### src/rtl/video_tpg_pkg.sv
// video_tpg_pkg
//   Shared definitions for the video test-pattern generator:
//   - default 640x480@60 timing constants
//   - test-pattern mode codes (MODE_RED..MODE_BAR)
//   - RGB888 colour constants and the colour-bar lookup helper
package video_tpg_pkg;

    // Default 640x480@60 raster (25 MHz pixel clock).
    localparam int unsigned DEF_H_ACTIVE = 640;
    localparam int unsigned DEF_H_FP     = 16;
    localparam int unsigned DEF_H_SYNC   = 96;
    localparam int unsigned DEF_H_BP     = 48;
    localparam int unsigned DEF_V_ACTIVE = 480;
    localparam int unsigned DEF_V_FP     = 10;
    localparam int unsigned DEF_V_SYNC   = 2;
    localparam int unsigned DEF_V_BP     = 33;

    // Raster counter width (covers up to 1023 pixels/lines).
    localparam int unsigned CNT_W = 10;

    typedef logic [3:0]  mode_t;
    typedef logic [23:0] rgb_t;

    localparam mode_t MODE_RED       = 4'd1;
    localparam mode_t MODE_GREEN     = 4'd2;
    localparam mode_t MODE_BLUE      = 4'd3;
    localparam mode_t MODE_WHITE     = 4'd4;
    localparam mode_t MODE_BLACK     = 4'd5;
    localparam mode_t MODE_BARS      = 4'd6;
    localparam mode_t MODE_GREY_RAMP = 4'd7;
    localparam mode_t MODE_CHECKER   = 4'd8;
    localparam mode_t MODE_RED_RAMP  = 4'd9;
    localparam mode_t MODE_BORDER    = 4'd10;
    localparam mode_t MODE_BAR       = 4'd11;

    localparam rgb_t COL_WHITE   = 24'hFFFFFF;
    localparam rgb_t COL_YELLOW  = 24'hFFFF00;
    localparam rgb_t COL_CYAN    = 24'h00FFFF;
    localparam rgb_t COL_GREEN   = 24'h00FF00;
    localparam rgb_t COL_MAGENTA = 24'hFF00FF;
    localparam rgb_t COL_RED     = 24'hFF0000;
    localparam rgb_t COL_BLUE    = 24'h0000FF;
    localparam rgb_t COL_BLACK   = 24'h000000;

    // Colour of vertical bar 'idx' (0 = leftmost) in the eight-bar pattern.
    function automatic rgb_t bar_colour(input logic [2:0] idx);
        case (idx)
            3'd0:    bar_colour = COL_WHITE;
            3'd1:    bar_colour = COL_YELLOW;
            3'd2:    bar_colour = COL_CYAN;
            3'd3:    bar_colour = COL_GREEN;
            3'd4:    bar_colour = COL_MAGENTA;
            3'd5:    bar_colour = COL_RED;
            3'd6:    bar_colour = COL_BLUE;
            default: bar_colour = COL_BLACK;
        endcase
    endfunction

endpackage

### src/rtl/video_timing_gen.sv
// video_timing_gen
//   Horizontal/vertical raster counters with combinational decode of
//   sync, active-video and frame-start. Decoded outputs are unregistered;
//   the parent registers them together with the pixel data.
// Ports:
//   clk_i    pixel clock
//   rst_i    asynchronous active-high reset
//   h_cnt_o  current pixel index within the line
//   v_cnt_o  current line index within the frame
//   hs_o     horizontal sync (level per HS_POL)
//   vs_o     vertical sync (level per VS_POL)
//   de_o     active-video region
//   fs_o     frame start (h_cnt = 0 and v_cnt = 0)
module video_timing_gen
    import video_tpg_pkg::*;
#(
    parameter int unsigned H_ACTIVE = DEF_H_ACTIVE,
    parameter int unsigned H_FP     = DEF_H_FP,
    parameter int unsigned H_SYNC   = DEF_H_SYNC,
    parameter int unsigned H_BP     = DEF_H_BP,
    parameter int unsigned V_ACTIVE = DEF_V_ACTIVE,
    parameter int unsigned V_FP     = DEF_V_FP,
    parameter int unsigned V_SYNC   = DEF_V_SYNC,
    parameter int unsigned V_BP     = DEF_V_BP,
    parameter bit          HS_POL   = 1'b0,
    parameter bit          VS_POL   = 1'b0
) (
    input  logic             clk_i,
    input  logic             rst_i,
    output logic [CNT_W-1:0] h_cnt_o,
    output logic [CNT_W-1:0] v_cnt_o,
    output logic             hs_o,
    output logic             vs_o,
    output logic             de_o,
    output logic             fs_o
);

    localparam logic [CNT_W-1:0] H_LAST   = CNT_W'(H_ACTIVE + H_FP + H_SYNC + H_BP - 1);
    localparam logic [CNT_W-1:0] V_LAST   = CNT_W'(V_ACTIVE + V_FP + V_SYNC + V_BP - 1);
    localparam logic [CNT_W-1:0] HA       = CNT_W'(H_ACTIVE);
    localparam logic [CNT_W-1:0] VA       = CNT_W'(V_ACTIVE);
    localparam logic [CNT_W-1:0] HS_BEG   = CNT_W'(H_ACTIVE + H_FP);
    localparam logic [CNT_W-1:0] HS_END   = CNT_W'(H_ACTIVE + H_FP + H_SYNC);
    localparam logic [CNT_W-1:0] VS_BEG   = CNT_W'(V_ACTIVE + V_FP);
    localparam logic [CNT_W-1:0] VS_END   = CNT_W'(V_ACTIVE + V_FP + V_SYNC);

    logic [CNT_W-1:0] h_q, h_d;
    logic [CNT_W-1:0] v_q, v_d;

    always_comb begin
        h_d = h_q + 1'b1;
        v_d = v_q;
        if (h_q == H_LAST) begin
            h_d = '0;
            v_d = (v_q == V_LAST) ? '0 : v_q + 1'b1;
        end
    end

    always_ff @(posedge clk_i or posedge rst_i) begin
        if (rst_i) begin
            h_q <= '0;
            v_q <= '0;
        end else begin
            h_q <= h_d;
            v_q <= v_d;
        end
    end

    assign h_cnt_o = h_q;
    assign v_cnt_o = v_q;
    assign de_o    = (h_q < HA) && (v_q < VA);
    // VS depends only on v_q, which changes on the h wrap, so its edges
    // land on h_cnt = 0.
    assign hs_o    = ((h_q >= HS_BEG) && (h_q < HS_END)) ? HS_POL : ~HS_POL;
    assign vs_o    = ((v_q >= VS_BEG) && (v_q < VS_END)) ? VS_POL : ~VS_POL;
    assign fs_o    = (h_q == '0) && (v_q == '0);

endmodule

### src/rtl/video_tpg.sv
// video_tpg
//   640x480@60 video timing and RGB888 test-pattern generator.
//   The pattern mode is captured once per frame (at frame start) so a
//   frame is never rendered with two different patterns.
//   Optional feature macro: TPG_MOVING_BAR_EN enables the moving-bar
//   pattern (mode 11); without it mode 11 renders black and no bar
//   position state exists.
// Ports:
//   PXLCLK_I    pixel clock
//   RST_I       asynchronous active-high reset
//   DEN_I       pattern enable; low blanks RGB, timing unaffected
//   TPG_MODE_I  pattern select
//   HS_O/VS_O   horizontal/vertical sync
//   DE_O        active-video enable
//   FS_O        one-cycle frame-start pulse
//   R_O/G_O/B_O pixel colour
//   All outputs are registered and mutually aligned.
module video_tpg
    import video_tpg_pkg::*;
#(
    parameter int unsigned H_ACTIVE = DEF_H_ACTIVE,
    parameter int unsigned H_FP     = DEF_H_FP,
    parameter int unsigned H_SYNC   = DEF_H_SYNC,
    parameter int unsigned H_BP     = DEF_H_BP,
    parameter int unsigned V_ACTIVE = DEF_V_ACTIVE,
    parameter int unsigned V_FP     = DEF_V_FP,
    parameter int unsigned V_SYNC   = DEF_V_SYNC,
    parameter int unsigned V_BP     = DEF_V_BP,
    parameter bit          HS_POL   = 1'b0,
    parameter bit          VS_POL   = 1'b0,
    parameter int unsigned BAR_W    = 64,
    parameter int unsigned BAR_STEP = 4
) (
    input  logic       PXLCLK_I,
    input  logic       RST_I,
    input  logic       DEN_I,
    input  logic [3:0] TPG_MODE_I,
    output logic       HS_O,
    output logic       VS_O,
    output logic       DE_O,
    output logic       FS_O,
    output logic [7:0] R_O,
    output logic [7:0] G_O,
    output logic [7:0] B_O
);

    localparam logic [CNT_W-1:0] HA     = CNT_W'(H_ACTIVE);
    localparam logic [CNT_W-1:0] HA_M1  = CNT_W'(H_ACTIVE - 1);
    localparam logic [CNT_W-1:0] VA_M1  = CNT_W'(V_ACTIVE - 1);
    localparam logic [CNT_W-1:0] BAR8_W = CNT_W'(H_ACTIVE / 8);

    logic [CNT_W-1:0] h_cnt, v_cnt;
    logic             hs_c, vs_c, de_c, fs_c;

    video_timing_gen #(
        .H_ACTIVE (H_ACTIVE), .H_FP (H_FP), .H_SYNC (H_SYNC), .H_BP (H_BP),
        .V_ACTIVE (V_ACTIVE), .V_FP (V_FP), .V_SYNC (V_SYNC), .V_BP (V_BP),
        .HS_POL   (HS_POL),   .VS_POL (VS_POL)
    ) u_timing (
        .clk_i   (PXLCLK_I),
        .rst_i   (RST_I),
        .h_cnt_o (h_cnt),
        .v_cnt_o (v_cnt),
        .hs_o    (hs_c),
        .vs_o    (vs_c),
        .de_o    (de_c),
        .fs_o    (fs_c)
    );

    // On the frame-start cycle the freshly sampled mode already applies to
    // pixel (0,0), so the new pattern begins at the very first pixel.
    mode_t mode_q;
    mode_t mode_eff;
    assign mode_eff = fs_c ? TPG_MODE_I : mode_q;

    always_ff @(posedge PXLCLK_I or posedge RST_I) begin
        if (RST_I)     mode_q <= '0;
        else if (fs_c) mode_q <= TPG_MODE_I;
    end

`ifdef TPG_MOVING_BAR_EN
    localparam logic [CNT_W-1:0] STEP = CNT_W'(BAR_STEP);
    localparam logic [CNT_W-1:0] BW   = CNT_W'(BAR_W);

    // bar_pos_q advances at every frame start; bar_frame_q holds the
    // position rendered during the current frame (the pre-advance value).
    logic [CNT_W-1:0] bar_pos_q, bar_pos_d;
    logic [CNT_W-1:0] bar_frame_q;
    logic [CNT_W-1:0] bar_eff, bar_diff;
    logic [CNT_W:0]   bar_sum;
    logic             in_bar;

    always_comb begin
        bar_sum   = {1'b0, bar_pos_q} + {1'b0, STEP};
        bar_pos_d = (bar_sum >= {1'b0, HA}) ? CNT_W'(bar_sum - {1'b0, HA})
                                            : bar_sum[CNT_W-1:0];
        bar_eff   = fs_c ? bar_pos_q : bar_frame_q;
        // (h - pos) mod H_ACTIVE; the 10-bit wrap of h + HA - pos is
        // harmless because the true result is below H_ACTIVE.
        bar_diff  = (h_cnt >= bar_eff) ? h_cnt - bar_eff : h_cnt + HA - bar_eff;
        in_bar    = bar_diff < BW;
    end

    always_ff @(posedge PXLCLK_I or posedge RST_I) begin
        if (RST_I) begin
            bar_pos_q   <= '0;
            bar_frame_q <= '0;
        end else if (fs_c) begin
            bar_pos_q   <= bar_pos_d;
            bar_frame_q <= bar_pos_q;
        end
    end
`endif

    logic [2:0] bars_idx;
    rgb_t       rgb_d, rgb_q;

    assign bars_idx = 3'(h_cnt / BAR8_W);

    always_comb begin
        rgb_d = COL_BLACK;
        if (DEN_I && de_c) begin
            case (mode_eff)
                MODE_RED:       rgb_d = COL_RED;
                MODE_GREEN:     rgb_d = COL_GREEN;
                MODE_BLUE:      rgb_d = COL_BLUE;
                MODE_WHITE:     rgb_d = COL_WHITE;
                MODE_BARS:      rgb_d = bar_colour(bars_idx);
                MODE_GREY_RAMP: rgb_d = {3{h_cnt[7:0]}};
                MODE_CHECKER:   rgb_d = (h_cnt[5] ^ v_cnt[5]) ? COL_WHITE : COL_BLACK;
                MODE_RED_RAMP:  rgb_d = {v_cnt[7:0], 16'h0000};
                MODE_BORDER:    rgb_d = ((h_cnt == '0) || (h_cnt == HA_M1) ||
                                         (v_cnt == '0) || (v_cnt == VA_M1)) ? COL_WHITE : COL_BLACK;
`ifdef TPG_MOVING_BAR_EN
                MODE_BAR:       rgb_d = in_bar ? COL_WHITE : COL_BLACK;
`endif
                default:        rgb_d = COL_BLACK;
            endcase
        end
    end

    logic hs_q, vs_q, de_q, fs_q;

    always_ff @(posedge PXLCLK_I or posedge RST_I) begin
        if (RST_I) begin
            hs_q  <= ~HS_POL;
            vs_q  <= ~VS_POL;
            de_q  <= 1'b0;
            fs_q  <= 1'b0;
            rgb_q <= COL_BLACK;
        end else begin
            hs_q  <= hs_c;
            vs_q  <= vs_c;
            de_q  <= de_c;
            fs_q  <= fs_c;
            rgb_q <= rgb_d;
        end
    end

    assign HS_O = hs_q;
    assign VS_O = vs_q;
    assign DE_O = de_q;
    assign FS_O = fs_q;
    assign R_O  = rgb_q[23:16];
    assign G_O  = rgb_q[15:8];
    assign B_O  = rgb_q[7:0];

endmodule

### config.mk
export PLATFORM = sky130hd
export DESIGN_NAME = video_tpg
export DESIGN_NICKNAME = d
export VERILOG_FILES = /design/src/rtl/video_tpg_pkg.sv /design/src/rtl/video_timing_gen.sv /design/src/rtl/video_tpg.sv
export SDC_FILE = /design/constraint.sdc
export NUM_CORES = 1
export LEC_CHECK = 0
export ABC_CLOCK_PERIOD_IN_PS = 4300
export CAP_MARGIN = 25
export CORE_AREA = 2 2 76 78
export DETAILED_ROUTE_END_ITERATION = 16
export DIE_AREA = 0 0 78 80
export GPL_ROUTABILITY_DRIVEN = 0
export PLACE_DENSITY = 0.87
export SETUP_SLACK_MARGIN = 0.02
export SLEW_MARGIN = 20
export SYNTH_ARGS = -nofsm -noshare
export SYNTH_HDL_FRONTEND = slang
export SYNTH_HIERARCHICAL = 1
export SYNTH_SLANG_ARGS = --single-unit
### constraint.sdc
create_clock -name PXLCLK_I -period 4.3 [get_ports PXLCLK_I]
set_input_delay 1.075 -clock PXLCLK_I [delete_from_list [all_inputs] [get_ports PXLCLK_I]]
set_output_delay 1.075 -clock PXLCLK_I [all_outputs]
set_load 0.01 [all_outputs]
Word-level counts from Yosys, hierarchy flattened

Index checks and enable logic that the tools add are counted.

Flip-flop bits (word level): 52
Input port bits: 7
Output and inout bits: 28
Logic and storage cells: 58

Reduce and logical (&&, ||, !) cells: 11
$add $sub $neg: 2
Multiplexer cells: 10
Order comparisons: 6
Equal/unequal tests: 19
Bitwise operators: 1
Div/mod/pow operators: 1

Operator list:

| operator                                                           | count |
|---|---|
| one-hot mux 24 bit (9 select lines)                                | 1 |
| one-hot mux 24 bit (7 select lines)                                | 1 |
| two-way mux 24 bit                                                 | 3 |
| == test 10 bit, second input constant                              | 3 |
| adder 10 x 1 -> 10 bit, second input constant                      | 2 |
| logical NOT 10 bit                                                 | 2 |
| < comparator 10 bit, second input constant                         | 2 |
| < comparator 10 x 9 -> 1 bit, second input constant                | 2 |
| two-way mux 10 bit                                                 | 2 |
| == test 4 x 3 -> 1 bit, second input constant                      | 3 |
| == test 4 bit, second input constant                               | 3 |
| divider 10 x 7 -> 10 bit, second input constant                    | 1 |
| == test 10 x 9 -> 1 bit, second input constant                     | 1 |
| greater-or-equal comparator 10 bit, second input constant          | 1 |
| greater-or-equal comparator 10 x 9 -> 1 bit, second input constant | 1 |
| == test 3 bit, second input constant                               | 3 |
| == test 4 x 2 -> 1 bit, second input constant                      | 2 |
| == test 3 x 2 -> 1 bit, second input constant                      | 2 |
| logical AND 1 bit                                                  | 5 |
| == test 4 x 1 -> 1 bit, second input constant                      | 1 |
| two-way mux 4 bit                                                  | 1 |
| == test 3 x 1 -> 1 bit, second input constant                      | 1 |
| logical NOT 3 bit                                                  | 1 |
| logical OR 1 bit                                                   | 3 |
| other kinds (2)                                                    | 3 |

Depth between registers and ports, before layout

Word-level depth: 7
Mapped depth: 13
Depth with buffers taken out: 11

By module

The synthesis kept the hierarchy.

Modules (own cells, without submodules):

| module           | area each (sq um) | instances | seq. area each (sq um) | cells each |
|---|---|---|---|---|
| video_tpg        | 1724.2            | 1         | 803.3                  | 170 |
| video_timing_gen | 1127.3            | 1         | 500.5                  | 115 |

Worst setup path after synthesis

Ideal clock, no wire load.

Kind: reg-to-reg
From: register u_timing.h_q[0] (netlist: u_timing/h_cnt_o[0])
To: register rgb_q[2]
Library setup time: 0.089 ns
Period minus slack after synthesis: 2.868 ns
Buffers on the path: 1
Setup slack: 1.432 ns
Data required time: 4.211 ns
Arrival: 2.780 ns
Stages on the path, launching flop included: 11
Path through: dfrtp_1 > inv_1 > ha_1 > or4b_2 > nor3_1 > buf_6 > mux2_4 > or3_4 > a21oi_4 > a21oi_1 > a41oi_1

Elaborated cells between the ends (all ways): 31
Those cells by class: div (1); order compare (1); eq/ne (16); mux (5); reduce/logical (8)

RTL lines:

| element                                     | line                   | source |
|---|---|---|
| from (decl)                                 | video_timing_gen.sv:47 | `logic [CNT_W-1:0] h_q, h_d;` |
| from (signal assigned)                      | video_timing_gen.sv:61 | `h_q <= '0;` |
| from (signal assigned)                      | video_timing_gen.sv:64 | `h_q <= h_d;` |
| logical NOT 10 bit *                        | video_timing_gen.sv:76 | `assign fs_o = (h_q == '0) && (v_q == '0);` |
| logical AND 1 bit *                         | video_timing_gen.sv:76 |  |
| named net fs_c                              | video_tpg.sv:53        | `logic hs_c, vs_c, de_c, fs_c;` |
| two-way mux 4 bit *                         | n/a                    |  |
| named net mode_eff[0]                       | video_tpg.sv:73        | `mode_t mode_eff;` |
| == test 4 bit, or another cell as far along | video_tpg.sv:123       | `case (mode_eff)` |
| one-hot mux 24 bit (9 select lines) *       | video_tpg.sv:123       |  |
| two-way mux 24 bit *                        | video_tpg.sv:122       | `if (DEN_I && de_c) begin` |
| named net rgb_d[2]                          | video_tpg.sv:116       | `rgb_t rgb_d, rgb_q;` |
| to (signal assigned)                        | video_tpg.sv:156       | `rgb_q <= rgb_d;` |
| to (decl)                                   | video_tpg.sv:116       |  |

The timed path passes the listed nets; every way through them passes the cells marked *.
A chain may end at the register's enable or synchronous reset.

Worst setup path after layout

From: register u_timing.h_q[5] (netlist: u_timing/h_cnt_o[5])
To: register rgb_q[19]

Elaborated cells between the ends (all ways): 33
Those cells by class: div (1); order compare (1); eq/ne (16); mux (6); bitwise (1); reduce/logical (8)

RTL lines:

| element                                     | line |
|---|---|
| logical NOT 10 bit *                        | video_timing_gen.sv:76 |
| logical AND 1 bit *                         | video_timing_gen.sv:76 |
| named net fs_c                              | video_tpg.sv:53 |
| two-way mux 4 bit *                         | n/a |
| == test 4 bit, or another cell as far along | video_tpg.sv:123 |
| one-hot mux 24 bit (9 select lines) *       | video_tpg.sv:123 |
| two-way mux 24 bit *                        | video_tpg.sv:122 |
| named net rgb_d[19]                         | video_tpg.sv:116 |

Marks and branches as above.

==> out/results.tsv <==
metric	value	unit
clock buffer depth	2	
row cnt	27	
max-cap violation count	0	
Resize count post-CTS	0	
internal power	658	µW
CTS tree	yes	
Clk network pwr share	31.4	%
Reg2Reg Depth	8	
critical path type	register to register	
Hold Crit Class	register to register	
Initial Util	52.8	%
global route overflow	0	
Mapped Nets	296	
Final ANT Viol Nets	0	
die area	0.00624	mm²
Logic pwr share	10.4	%
antenna violations before repair	0	
commonest non-fill, non-tap cell in the layout	dfrtp_1	
Antenna diodes	0	
width of the die	78	µm
Slew @ Worst Pin	0.940	ns
Worst setup EP type	register	
RSZ-0062 raised after global routing	false	
worst skew pair latency	0.31	ns
GRT Total Usage	22.7	%
fin cells	386	
DR WL/cell	16.9	µm
Post-CTS Hold Buffers	0	
synthesized cell area	0.00285	mm²
largest net degree at the start of global routing	33	
cells after synthesis	285	
Final nets	324	
global-route wire length before repair	11.0	mm
post-synthesis cell type count	61	
Synth-to-Final Area Change	15.7	%
Final Hold Vio Count	0	
Psw	213	µW
IO Pins	35	
die height	80	µm
sw frac	24.4	%
hold_ws	0.568	ns
TNS Setup	0	ns
worst hold start	u_timing/v_cnt_o[8]	
H-tree Lvls	2	
Power, Total	871	µW
P per Cell Area	264	mW/mm²
CP Launch Type	register	
final setup fails	0	
register-to-register path setup slack	0.90	ns
routed vias	2396	
Peak VDD IR	0.000149	V
Top FF cell, synth	dfrtp_1	
CTS root buf	clkbuf_8	
area of the core	0.00541	mm²
Critical R2R Launch	u_timing/h_cnt_o[5]	
clk sink count	52	
most frequent cells in the layout	dfrtp_1 (50), clkdlybuf4s50_1 (34), nand2_1 (27)	
Flop pwr share	58.1	%
PortBufs	34	
RR Endpoint	rgb_q[19]	
Num CTS Buffers	5	
crit-path max FO	24	
Post-synth EDFFs	0	
fin. max-slew vios	0	
min Tclk post-route	3.40	ns
placed cell count	378	
routed vias/inst	6.21	
postcts setup bufs	0	
CP required	4.50	ns
Async SR Flop Fraction	100	%
vias in the first global route	2242	
status	finished clean	
fmax	0.295	GHz
clock skew	0.00885	ns
period utilization	79.0	%
Seq/Total Area, Yosys	45.7	%
Hold Crit Depth	1	
Reg clk slew, reported paths	0.09	ns
drt drc	0	
hold endpoint	u_timing/v_cnt_o[8]	
Avg Inst Size Synth	10.0	µm²
Lkg Pwr	0.00131	µW
relative slew slack	37.3	%
Pre-antenna DRT Iters	5	
share of cells above drive strength 1	12.1	%
Yosys Warn Count	6	
DRT Wirelength	6.53	mm
register bit total from synthesis	52	
Worst EP arrival	3.60	ns
initial drt markers	246	
DP Wirelength	4.64	mm
[Yosys cell counts (9+ instances only)]
library cell | instances | area [µm²]
a21oi_1 | 15 | 75.1
a31oi_1 | 12 | 75.1
a41oi_1 | 16 | 140
buf_2 | 10 | 50.1
dfrtp_1 | 50 | 1250
inv_1 | 11 | 41.3
nand2_1 | 27 | 101
nand3_1 | 9 | 45.0
nor2_1 | 11 | 41.3
[sequential cells by signal, summed over array words and instances, names as in the netlist]
register          count
u_timing/v_cnt_o     10
u_timing/h_cnt_o     10
VS_O                  1
mode_q                4
rgb_q                24
DE_O                  1
FS_O                  1
HS_O                  1
[power by group through the flow]
| stage | Sequential [µW] | Combinational (µW) | Clock, µW |
|---|---|---|---|
| after global placement | 516 | 88.8 | 0 |
| after global routing | 508 | 100 | 304 |
| after detailed placement | 516 | 91.1 | 0 |
| final | 506 | 91.0 | 274 |
| after floorplan | 521 | 44.4 | 0 |
| after CTS | 506 | 91.7 | 283 |
[worst max-delay path by stage]
stage	from	end	cells after the start
2_1_floorplan	u_timing/h_cnt_o[0]	rgb_q[2]	10
3_3_place_gp	u_timing/h_cnt_o[0]	rgb_q[0]	9
3_5_place_dp	u_timing/h_cnt_o[5]	rgb_q[5]	7
4_1_cts	u_timing/h_cnt_o[5]	rgb_q[5]	7
5_1_grt	u_timing/h_cnt_o[5]	rgb_q[5]	7
6_report	u_timing/h_cnt_o[5]	rgb_q[19]	8
[cell type report]
class	count	area, µm²
Clock buffer	6	72.6
Clock inverter	2	16.3
Fill cell	436	2110
Inverter	14	52.6
Multi-Input combinational cell	202	1390
Sequential cell	52	1300
Tap cell	72	90.1
Timing Repair Buffer	38	370
[critical path, cell delays in order, from the launching register on]
cell and delay (ns):
dfrtp_1 0.60, or4b_2 0.71, nor3_1 0.17, buf_4 0.24, nand2_1 0.10, o22ai_1 0.22
and3_1 0.70, a22oi_1 0.25, a41oi_1 0.31
[per-stage QoR]
stage	worst slack, ns	instance area, µm²	utilization (%)
4_1_cts	0.935	3300	61.0
5_1_grt	0.661	3300	61.0
3_3_place_gp	1.11	3210	59.4
3_5_place_dp	0.969	3210	59.4
2_1_floorplan	1.43	2850	-
6_report	0.905	3300	61.0
[kinds of logic (layout without fill, tap and decap cells)]
| family | count (synthesis) | count (layout) | share of synthesized area, % |
|---|---|---|---|
| muxes | 6 | 6 | 3.03 |
| adders and majority gates | 5 | 5 | 2.11 |
| xor gates and xnor gates | 12 | 12 | 3.69 |
| buffers and inverters | 31 | 60 | 5.44 |
| DFF | 52 | 52 | 45.7 |
| AOI/OAI and AO/OA | 80 | 80 | 20.1 |
| and+or+nand+nor | 99 | 99 | 19.9 |
[per-layer routing]
layer  track usage (%)  vias up  wire length, µm
li1                  -     1130                -
met3              4.86       22              350
met2              38.7       92             3290
met1              27.7     1152             2670
met5                 0        -                0
met4              10.2        0              216
(Power assumes the default switching activity.)
